$ cat src/rtl/pixel_stream_tx_pkg.sv
`default_nettype none
// ============================================================================
//  Module   : video_pkg
//  Brief    : Shared raster constants, pixel type and transmitter state enum.
//  Revision : 1.0  initial release
// ============================================================================
package video_pkg;

    localparam int H_ACTIVE = 640;
    localparam int V_ACTIVE = 480;
    localparam int H_BLANK  = 160;
    localparam int V_BLANK  = 45;
    localparam int PIX_W    = 24;
    localparam int ADDR_W   = 19;

    typedef logic [PIX_W-1:0] pixel_t;

    typedef enum logic [1:0] {
        ST_IDLE  = 2'd0,
        ST_RUN   = 2'd1,
        ST_DRAIN = 2'd2
    } tx_state_t;

endpackage
`default_nettype wire

$ cat src/rtl/pixel_stream_tx_if.sv
`default_nettype none
// ============================================================================
//  Module   : pixel_stream_tx_if
//  Brief    : Synchronous frame-memory read bus (read data one cycle late).
//  Revision : 1.0  initial release
// ============================================================================
interface pixel_stream_tx_if #(
    parameter int ADDR_W = video_pkg::ADDR_W
);
    logic                mem_rd_en;
    logic [ADDR_W-1:0]   mem_rd_addr;
    video_pkg::pixel_t   mem_rd_data;

    modport master (output mem_rd_en, output mem_rd_addr, input  mem_rd_data);
    modport slave  (input  mem_rd_en, input  mem_rd_addr, output mem_rd_data);
endinterface
`default_nettype wire

$ cat src/rtl/pixel_stream_tx_timing_gen.sv
`default_nettype none
// ============================================================================
//  Module   : video_timing_gen
//  Brief    : Horizontal/vertical raster counters with wrap, active-region and
//             last-cycle-of-frame flags. Counters advance only while enabled.
//  Revision : 1.0  initial release
// ============================================================================
module video_timing_gen #(
    parameter int H_ACTIVE = video_pkg::H_ACTIVE,
    parameter int V_ACTIVE = video_pkg::V_ACTIVE,
    parameter int H_BLANK  = video_pkg::H_BLANK,
    parameter int V_BLANK  = video_pkg::V_BLANK,
    parameter int HW       = $clog2(H_ACTIVE + H_BLANK),
    parameter int VW       = $clog2(V_ACTIVE + V_BLANK)
) (
    input  logic          clk,
    input  logic          resetn,
    input  logic          i_en,
    output logic [HW-1:0] o_h_cnt,
    output logic [VW-1:0] o_v_cnt,
    output logic          o_active,
    output logic          o_line_active,
    output logic          o_last
);

    localparam logic [HW-1:0] c_H_ACTIVE = HW'(H_ACTIVE);
    localparam logic [VW-1:0] c_V_ACTIVE = VW'(V_ACTIVE);
    localparam logic [HW-1:0] c_H_LAST   = HW'(H_ACTIVE + H_BLANK - 1);
    localparam logic [VW-1:0] c_V_LAST   = VW'(V_ACTIVE + V_BLANK - 1);

    logic [HW-1:0] r_h_cnt;
    logic [VW-1:0] r_v_cnt;
    logic          w_h_last;
    logic          w_v_last;

    assign w_h_last      = (r_h_cnt == c_H_LAST);
    assign w_v_last      = (r_v_cnt == c_V_LAST);
    assign o_last        = w_h_last && w_v_last;
    assign o_line_active = (r_v_cnt < c_V_ACTIVE);
    assign o_active      = (r_h_cnt < c_H_ACTIVE) && o_line_active;
    assign o_h_cnt       = r_h_cnt;
    assign o_v_cnt       = r_v_cnt;

    // Raster position: column wraps into the next line, last line wraps to 0.
    always_ff @(posedge clk or negedge resetn) begin
        if (!resetn) begin
            r_h_cnt <= '0;
            r_v_cnt <= '0;
        end else if (i_en) begin
            if (w_h_last) begin
                r_h_cnt <= '0;
                r_v_cnt <= w_v_last ? '0 : r_v_cnt + VW'(1);
            end else begin
                r_h_cnt <= r_h_cnt + HW'(1);
            end
        end
    end

endmodule
`default_nettype wire

$ cat src/rtl/pixel_stream_tx.sv
`default_nettype none
// ============================================================================
//  Module   : pixel_stream_tx
//  Brief    : Raster pixel-stream transmitter. Reads a frame from synchronous
//             memory and emits pixel_out/HSYNC/VSYNC with blanking, one frame
//             per start or back-to-back while continuous is held.
//             Build option PIXEL_TX_TESTPATTERN_EN: replaces memory data with
//             a {row, col, 0} test pattern and never reads memory.
//  Revision : 1.0  initial release
// ============================================================================
module pixel_stream_tx
    import video_pkg::*;
#(
    parameter int H_ACTIVE = video_pkg::H_ACTIVE,
    parameter int V_ACTIVE = video_pkg::V_ACTIVE,
    parameter int H_BLANK  = video_pkg::H_BLANK,
    parameter int V_BLANK  = video_pkg::V_BLANK,
    parameter int ADDR_W   = video_pkg::ADDR_W
) (
    input  logic                clk,
    input  logic                resetn,
    input  logic                start,
    input  logic                continuous,
    pixel_stream_tx_if.master   mem,
    output pixel_t              pixel_out,
    output logic                HSYNC,
    output logic                VSYNC,
    output logic                busy,
    output logic                frame_done
);

    localparam int HW = $clog2(H_ACTIVE + H_BLANK);
    localparam int VW = $clog2(V_ACTIVE + V_BLANK);

    tx_state_t     r_state;
    tx_state_t     w_state_nxt;
    logic [HW-1:0] w_h_cnt;
    logic [VW-1:0] w_v_cnt;
    logic          w_active;
    logic          w_line_active;
    logic          w_last;
    logic          w_run;
    logic          w_rd;
    logic          r_hsync;
    logic          r_vsync;
    logic          r_frame_done;

    assign w_run = (r_state == ST_RUN);
    assign w_rd  = w_run && w_active;

    video_timing_gen #(
        .H_ACTIVE (H_ACTIVE),
        .V_ACTIVE (V_ACTIVE),
        .H_BLANK  (H_BLANK),
        .V_BLANK  (V_BLANK),
        .HW       (HW),
        .VW       (VW)
    ) u_timing (
        .clk           (clk),
        .resetn        (resetn),
        .i_en          (w_run),
        .o_h_cnt       (w_h_cnt),
        .o_v_cnt       (w_v_cnt),
        .o_active      (w_active),
        .o_line_active (w_line_active),
        .o_last        (w_last)
    );

    // State register.
    always_ff @(posedge clk or negedge resetn) begin
        if (!resetn) r_state <= ST_IDLE;
        else         r_state <= w_state_nxt;
    end

    // Next state: start only accepted in IDLE; one drain cycle after a last frame.
    always_comb begin
        w_state_nxt = r_state;
        case (r_state)
            ST_IDLE:  if (start) w_state_nxt = ST_RUN;
            ST_RUN:   if (w_last && !continuous) w_state_nxt = ST_DRAIN;
            ST_DRAIN: w_state_nxt = ST_IDLE;
            default:  w_state_nxt = ST_IDLE;
        endcase
    end

    // Output stage: syncs delayed one cycle to line up with memory read latency.
    always_ff @(posedge clk or negedge resetn) begin
        if (!resetn) begin
            r_hsync      <= 1'b0;
            r_vsync      <= 1'b0;
            r_frame_done <= 1'b0;
        end else begin
            r_hsync      <= w_rd;
            r_vsync      <= w_run && w_line_active;
            r_frame_done <= w_run && w_last;
        end
    end

    assign HSYNC      = r_hsync;
    assign VSYNC      = r_vsync;
    assign frame_done = r_frame_done;
    assign busy       = (r_state != ST_IDLE);

`ifdef PIXEL_TX_TESTPATTERN_EN
    logic [7:0] r_h_tp;
    logic [7:0] r_v_tp;
    logic       w_unused_rd_data;

    // Counter copies delayed to the same cycle as the sync outputs.
    always_ff @(posedge clk or negedge resetn) begin
        if (!resetn) begin
            r_h_tp <= '0;
            r_v_tp <= '0;
        end else begin
            r_h_tp <= 8'(w_h_cnt);
            r_v_tp <= 8'(w_v_cnt);
        end
    end

    assign mem.mem_rd_en   = 1'b0;
    assign mem.mem_rd_addr = '0;
    assign pixel_out       = r_hsync ? {r_v_tp, r_h_tp, 8'h00} : '0;
    assign w_unused_rd_data = ^mem.mem_rd_data;
`else
    logic [ADDR_W-1:0] r_addr;
    logic              w_unused_cnt;

    // Linear read address: +1 per read, back to 0 on the frame's last cycle.
    always_ff @(posedge clk or negedge resetn) begin
        if (!resetn)              r_addr <= '0;
        else if (w_run && w_last) r_addr <= '0;
        else if (w_rd)            r_addr <= r_addr + ADDR_W'(1);
    end

    assign mem.mem_rd_en   = w_rd;
    assign mem.mem_rd_addr = r_addr;
    assign pixel_out       = r_hsync ? mem.mem_rd_data : '0;
    assign w_unused_cnt    = ^{w_h_cnt, w_v_cnt};
`endif

endmodule
`default_nettype wire

$ cat src/flat_wrapper.sv
// flat-port wrapper written by rule: the top's interface ports become plain ports
module pixel_stream_tx_flat import video_pkg::*;
#(
    parameter int H_ACTIVE = video_pkg::H_ACTIVE,
    parameter int V_ACTIVE = video_pkg::V_ACTIVE,
    parameter int H_BLANK  = video_pkg::H_BLANK,
    parameter int V_BLANK  = video_pkg::V_BLANK,
    parameter int ADDR_W   = video_pkg::ADDR_W
)
  (clk, resetn, start, continuous, pixel_out, HSYNC, VSYNC, busy, frame_done, mem_mem_rd_en, mem_mem_rd_addr, mem_mem_rd_data);
  pixel_stream_tx_if #(.ADDR_W(ADDR_W)) mem_i ();
  input  logic clk;
  input  logic resetn;
  input  logic start;
  input  logic continuous;
  output pixel_t pixel_out;
  output logic HSYNC;
  output logic VSYNC;
  output logic busy;
  output logic frame_done;
  output wire logic [$bits(mem_i.mem_rd_en)-1:0] mem_mem_rd_en;
  output wire logic [$bits(mem_i.mem_rd_addr)-1:0] mem_mem_rd_addr;
  input wire logic [$bits(mem_i.mem_rd_data)-1:0] mem_mem_rd_data;
  assign mem_mem_rd_en = mem_i.mem_rd_en;
  assign mem_mem_rd_addr = mem_i.mem_rd_addr;
  assign mem_i.mem_rd_data = mem_mem_rd_data;
  pixel_stream_tx #(.H_ACTIVE(H_ACTIVE), .V_ACTIVE(V_ACTIVE), .H_BLANK(H_BLANK), .V_BLANK(V_BLANK), .ADDR_W(ADDR_W)) u_core (.clk(clk), .resetn(resetn), .start(start), .continuous(continuous), .mem(mem_i), .pixel_out(pixel_out), .HSYNC(HSYNC), .VSYNC(VSYNC), .busy(busy), .frame_done(frame_done));
endmodule
$ cat config.mk
export PLATFORM = sky130hd
export DESIGN_NAME = pixel_stream_tx_flat
export DESIGN_NICKNAME = d
export VERILOG_FILES = /design/src/rtl/pixel_stream_tx_pkg.sv /design/src/rtl/pixel_stream_tx_if.sv /design/src/rtl/pixel_stream_tx_timing_gen.sv /design/src/rtl/pixel_stream_tx.sv /design/src/flat_wrapper.sv
export SDC_FILE = /design/constraint.sdc
export NUM_CORES = 1
export LEC_CHECK = 0
export CORE_ASPECT_RATIO = 1.5
export CORE_UTILIZATION = 43
export CTS_CLUSTER_DIAMETER = 200
export DETAILED_ROUTE_END_ITERATION = 7
export PLACE_DENSITY = 0.77
export SETUP_SLACK_MARGIN = 0.5
export SYNTH_ARGS = -nofsm -noshare
export SYNTH_HDL_FRONTEND = slang
export SYNTH_HIERARCHICAL = 1
export SYNTH_SLANG_ARGS = --single-unit
$ cat constraint.sdc
create_clock -name clk -period 2.38 [get_ports clk]
set_input_delay 0.357 -clock clk [delete_from_list [all_inputs] [get_ports clk]]
set_output_delay 0.357 -clock clk [all_outputs]
set_load 0.01 [all_outputs]
==> metrics.txt <==
FMAX about 440 MHz; CP cell instances nand4bb_4, or3_4, nor2_4, nor2_1, or4_4, or4_4, a21oi_2; PwrDens between 500 and 600 nW/um^2; worst vdd ir 485 uV; Slew @ Worst Pin slightly above 0.5 ns; Final Hold Viols 0; DP Wirelength about 4.7 mm; Rows 33; Routed Antenna Nets 0; # hold bufs at CTS 0; Yosys cell types 52; final setup TNS 0 ns; die area just over 6000 um^2; Final period util a little over nine tenths; core area between 5000 and 6000 um^2; global route total overflow 0; GRT Util Overall between 20 and 25%; largest net degree at the start of global routing 26; post-synthesis mux area share 2.04%; IO buf count 75; post-synthesis compound-gate area fraction approximately 11%; RR Startpoint u_core/u_timing/o_h_cnt[5]$_DFFE_PN0P_; reg-to-reg endpoint u_core/mem.mem_rd_addr[14]$_DFFE_PN0P_; Die Wd between 60 and 70 um; clk buf depth 2; most frequent CP cell or4_4; Critical Path Source Type flop; Detailed Routing Iterations Pass 1 4; Synthesis Warnings 6; area of the multi-input gates approximately 1400 um^2; n_diodes 0; max incr delay on CP around 0.43 ns; unrepaired setup endpoints after global routing true; WP buf/inv 0; Crit-path slowest cell or4_4; XOR/XNOR share of the synthesized area under 10%; final instance area 3890 um^2; Root Driver clkbuf_8; Via Count ~2,400; Initial Utilization 45.4%; status finished, final reports clean; clock sinks 44; share of the synthesized area in the top cell type 43.9%; critical path endpoint category flop; largest family of logic cells by synthesized area simple AND/OR/NAND/NOR gates; Synth area leader dfrtp_1; initial antenna violation count 0; Syn-to-layout area delta 54.9%; CTS Buf Count 5; first-pass GRT wire length between 10 and 15 mm; synthesized area approximately 2500 um^2; drt drc 0; simple-gate share of the synthesized area between 30 and 40%; CP max FO 3; DRT iter0 DRCs just over 200; number of synthesized flops with an enable pin 0; path type of the worst min-delay path input port to async pin; Pleak 1.61 nW; final worst path period need 2.26 ns; share of post-route cells with drive strength above 1 a little under a quarter; # fillers 404; Setup Skew around 0.0099 ns; Routed WL ~7.0 mm; Top delay family on crit path simple AND/OR/NAND/NOR gates; Final Slew Violations 0; worst path arrival time around 2.5 ns; reg2reg setup slack 0.12 ns; ys async rst share 100%; number of global-route vias before repair 2,314; top_reg_cell synth dfrtp_1; fin nets 409; CP required ~2.6 ns; Cell Area, Placed ~3500 um^2; synthesized flop and latch total 44; post-synthesis sequential area ratio between 40% and 50%; Syn Nets 300; relative slew slack about 66%; Setup CP Type flop to flop; Cells after Synth around 270; setup violators final 0; Die Span Y between 90 and 100 um; H-tree levels 2; FF/Latch Area around 1100 um^2; fin util between 70 and 80%; clk_lat worst skew 0.30 ns; max-cap violations 0; number of top-level pins 76; syn avg cell area 9.37 um^2; CTS tree done; routed length per placed instance roughly 16 um; R2R depth 7; via-per-instance ratio 5.39; synth top area cells dfrtp_1 44%, and2_1 7.2%, nor2_1 3.6%; Synth Area in Adders ~2%; gpl congestion 0.795; CTS clk-pin slew, worst paths 0.09 ns
through the flow:
step / cells / hold WS (ns) / setup WS, ns / power, mW
after floorplan: 268 / 0.0614 / 0.114 / 1.32
after global placement: 418 / 0.354 / 0.146 / 1.62
after detailed placement: 418 / 0.364 / 0.113 / 1.63
after CTS: 442 / 0.0411 / 0.150 / 2.32
after global routing: 447 / 0.0687 / 0.0468 / 2.43
final: 447 / 0.0260 / 0.125 / 2.32
cells in the final DEF (no fill, tap or decap), types with 6 or more instances in the layout:
cell type and n:
clkdlybuf4s50_1 73, a21oi_1 8, xnor2_1 9, a21oi_2 6
o21ai_0 8, dfrtp_1 42, nor3_1 7, and2_1 28
inv_1 11, nand4_1 9, nand2_1 22, nor2_1 21
nand3_1 14, buf_4 27
synthesized netlist by cell type (3+ instances only):
| library cell | number |
|---|---|
| or4_4 | 3 |
| clkbuf_1 | 3 |
| dfrtp_1 | 44 |
| nand3_1 | 15 |
| inv_1 | 12 |
| xnor2_1 | 9 |
| nor3_1 | 7 |
| nand2_1 | 22 |
| ha_1 | 4 |
| a21oi_2 | 4 |
| xor2_1 | 4 |
| and2_1 | 29 |
| nand4_1 | 9 |
| o21ai_0 | 9 |
| a31oi_1 | 3 |
| o22ai_1 | 3 |
| nor2_1 | 24 |
| buf_6 | 3 |
| mux2i_1 | 4 |
| a21oi_1 | 10 |
| or3_1 | 3 |
| o21ai_2 | 3 |
| o31ai_1 | 3 |
| nor4_1 | 3 |
registers in the layout (all words and copies together), names as in the netlist:
name,flops
u_core/mem.mem_rd_addr,19
u_core/u_timing/o_h_cnt,10
u_core/u_timing/o_v_cnt,10
u_core/r_state,2
u_core/HSYNC,1
u_core/VSYNC,1
u_core/frame_done,1
timing repair:
action | CTS | global route
setup endpoints to repair | 46 | 57
resized for setup | 11 | 15
gates cloned | 2 | 0
buffers inserted | 15 | 5
pin swaps | 7 | 11
where the power goes:
group / total [mW] / switching (mW) / internal, mW
Clock: 0.669 / 0.255 / 0.413
Sequential: 1.02 / 0.161 / 0.854
Combinational: 0.632 / 0.277 / 0.355
cells by family (layout without fill, tap and decap cells):
family                   after synthesis  after routing
buffers and inverters                 20            129
AO/OA/AOI/OAI                         43             43
XOR/XNOR                              13             13
adder cells (fa/ha/maj)                4              4
flip-flops                            44             44
AND/OR/NAND/NOR                      139            139
multiplexers                           5              5
final cells by class:
class                           instances  area share [%]
Multi-Input combinational cell        204            37.1
Sequential cell                        44            28.4
Timing Repair Buffer                  108            27.0
Tap cell                               70            2.25
Clock buffer                            5            1.77
Inverter                               13            1.58
Clock inverter                          2            1.54
Timing Repair inverter                  1           0.290
how the worst max path moves through the flow:
stage                                            from                                endpoint  depth (start not counted)
6_report       u_core/u_timing/o_h_cnt[5]$_DFFE_PN0P_  u_core/mem.mem_rd_addr[14]$_DFFE_PN0P_                          7
5_1_grt        u_core/u_timing/o_v_cnt[0]$_DFFE_PN0P_  u_core/mem.mem_rd_addr[14]$_DFFE_PN0P_                          9
4_1_cts        u_core/u_timing/o_h_cnt[1]$_DFFE_PN0P_  u_core/mem.mem_rd_addr[14]$_DFFE_PN0P_                          8
3_5_place_dp   u_core/u_timing/o_h_cnt[5]$_DFFE_PN0P_  u_core/mem.mem_rd_addr[14]$_DFFE_PN0P_                          7
3_3_place_gp   u_core/u_timing/o_h_cnt[5]$_DFFE_PN0P_  u_core/mem.mem_rd_addr[14]$_DFFE_PN0P_                          7
2_1_floorplan  u_core/u_timing/o_h_cnt[6]$_DFFE_PN0P_  u_core/mem.mem_rd_addr[14]$_DFFE_PN0P_                          7
metal layers:
metal / vias to the layer above / global-route usage [%] / wire length [um]
li1: 1158 / - / -
met1: 1159 / 24.8 / 2700
met2: 73 / 44.4 / 3940
met3: 18 / 3.71 / 224
met4: 0 / 9.26 / 128
met5: - / 0 / 0
Note: power is estimated with default switching activity, not from simulation.
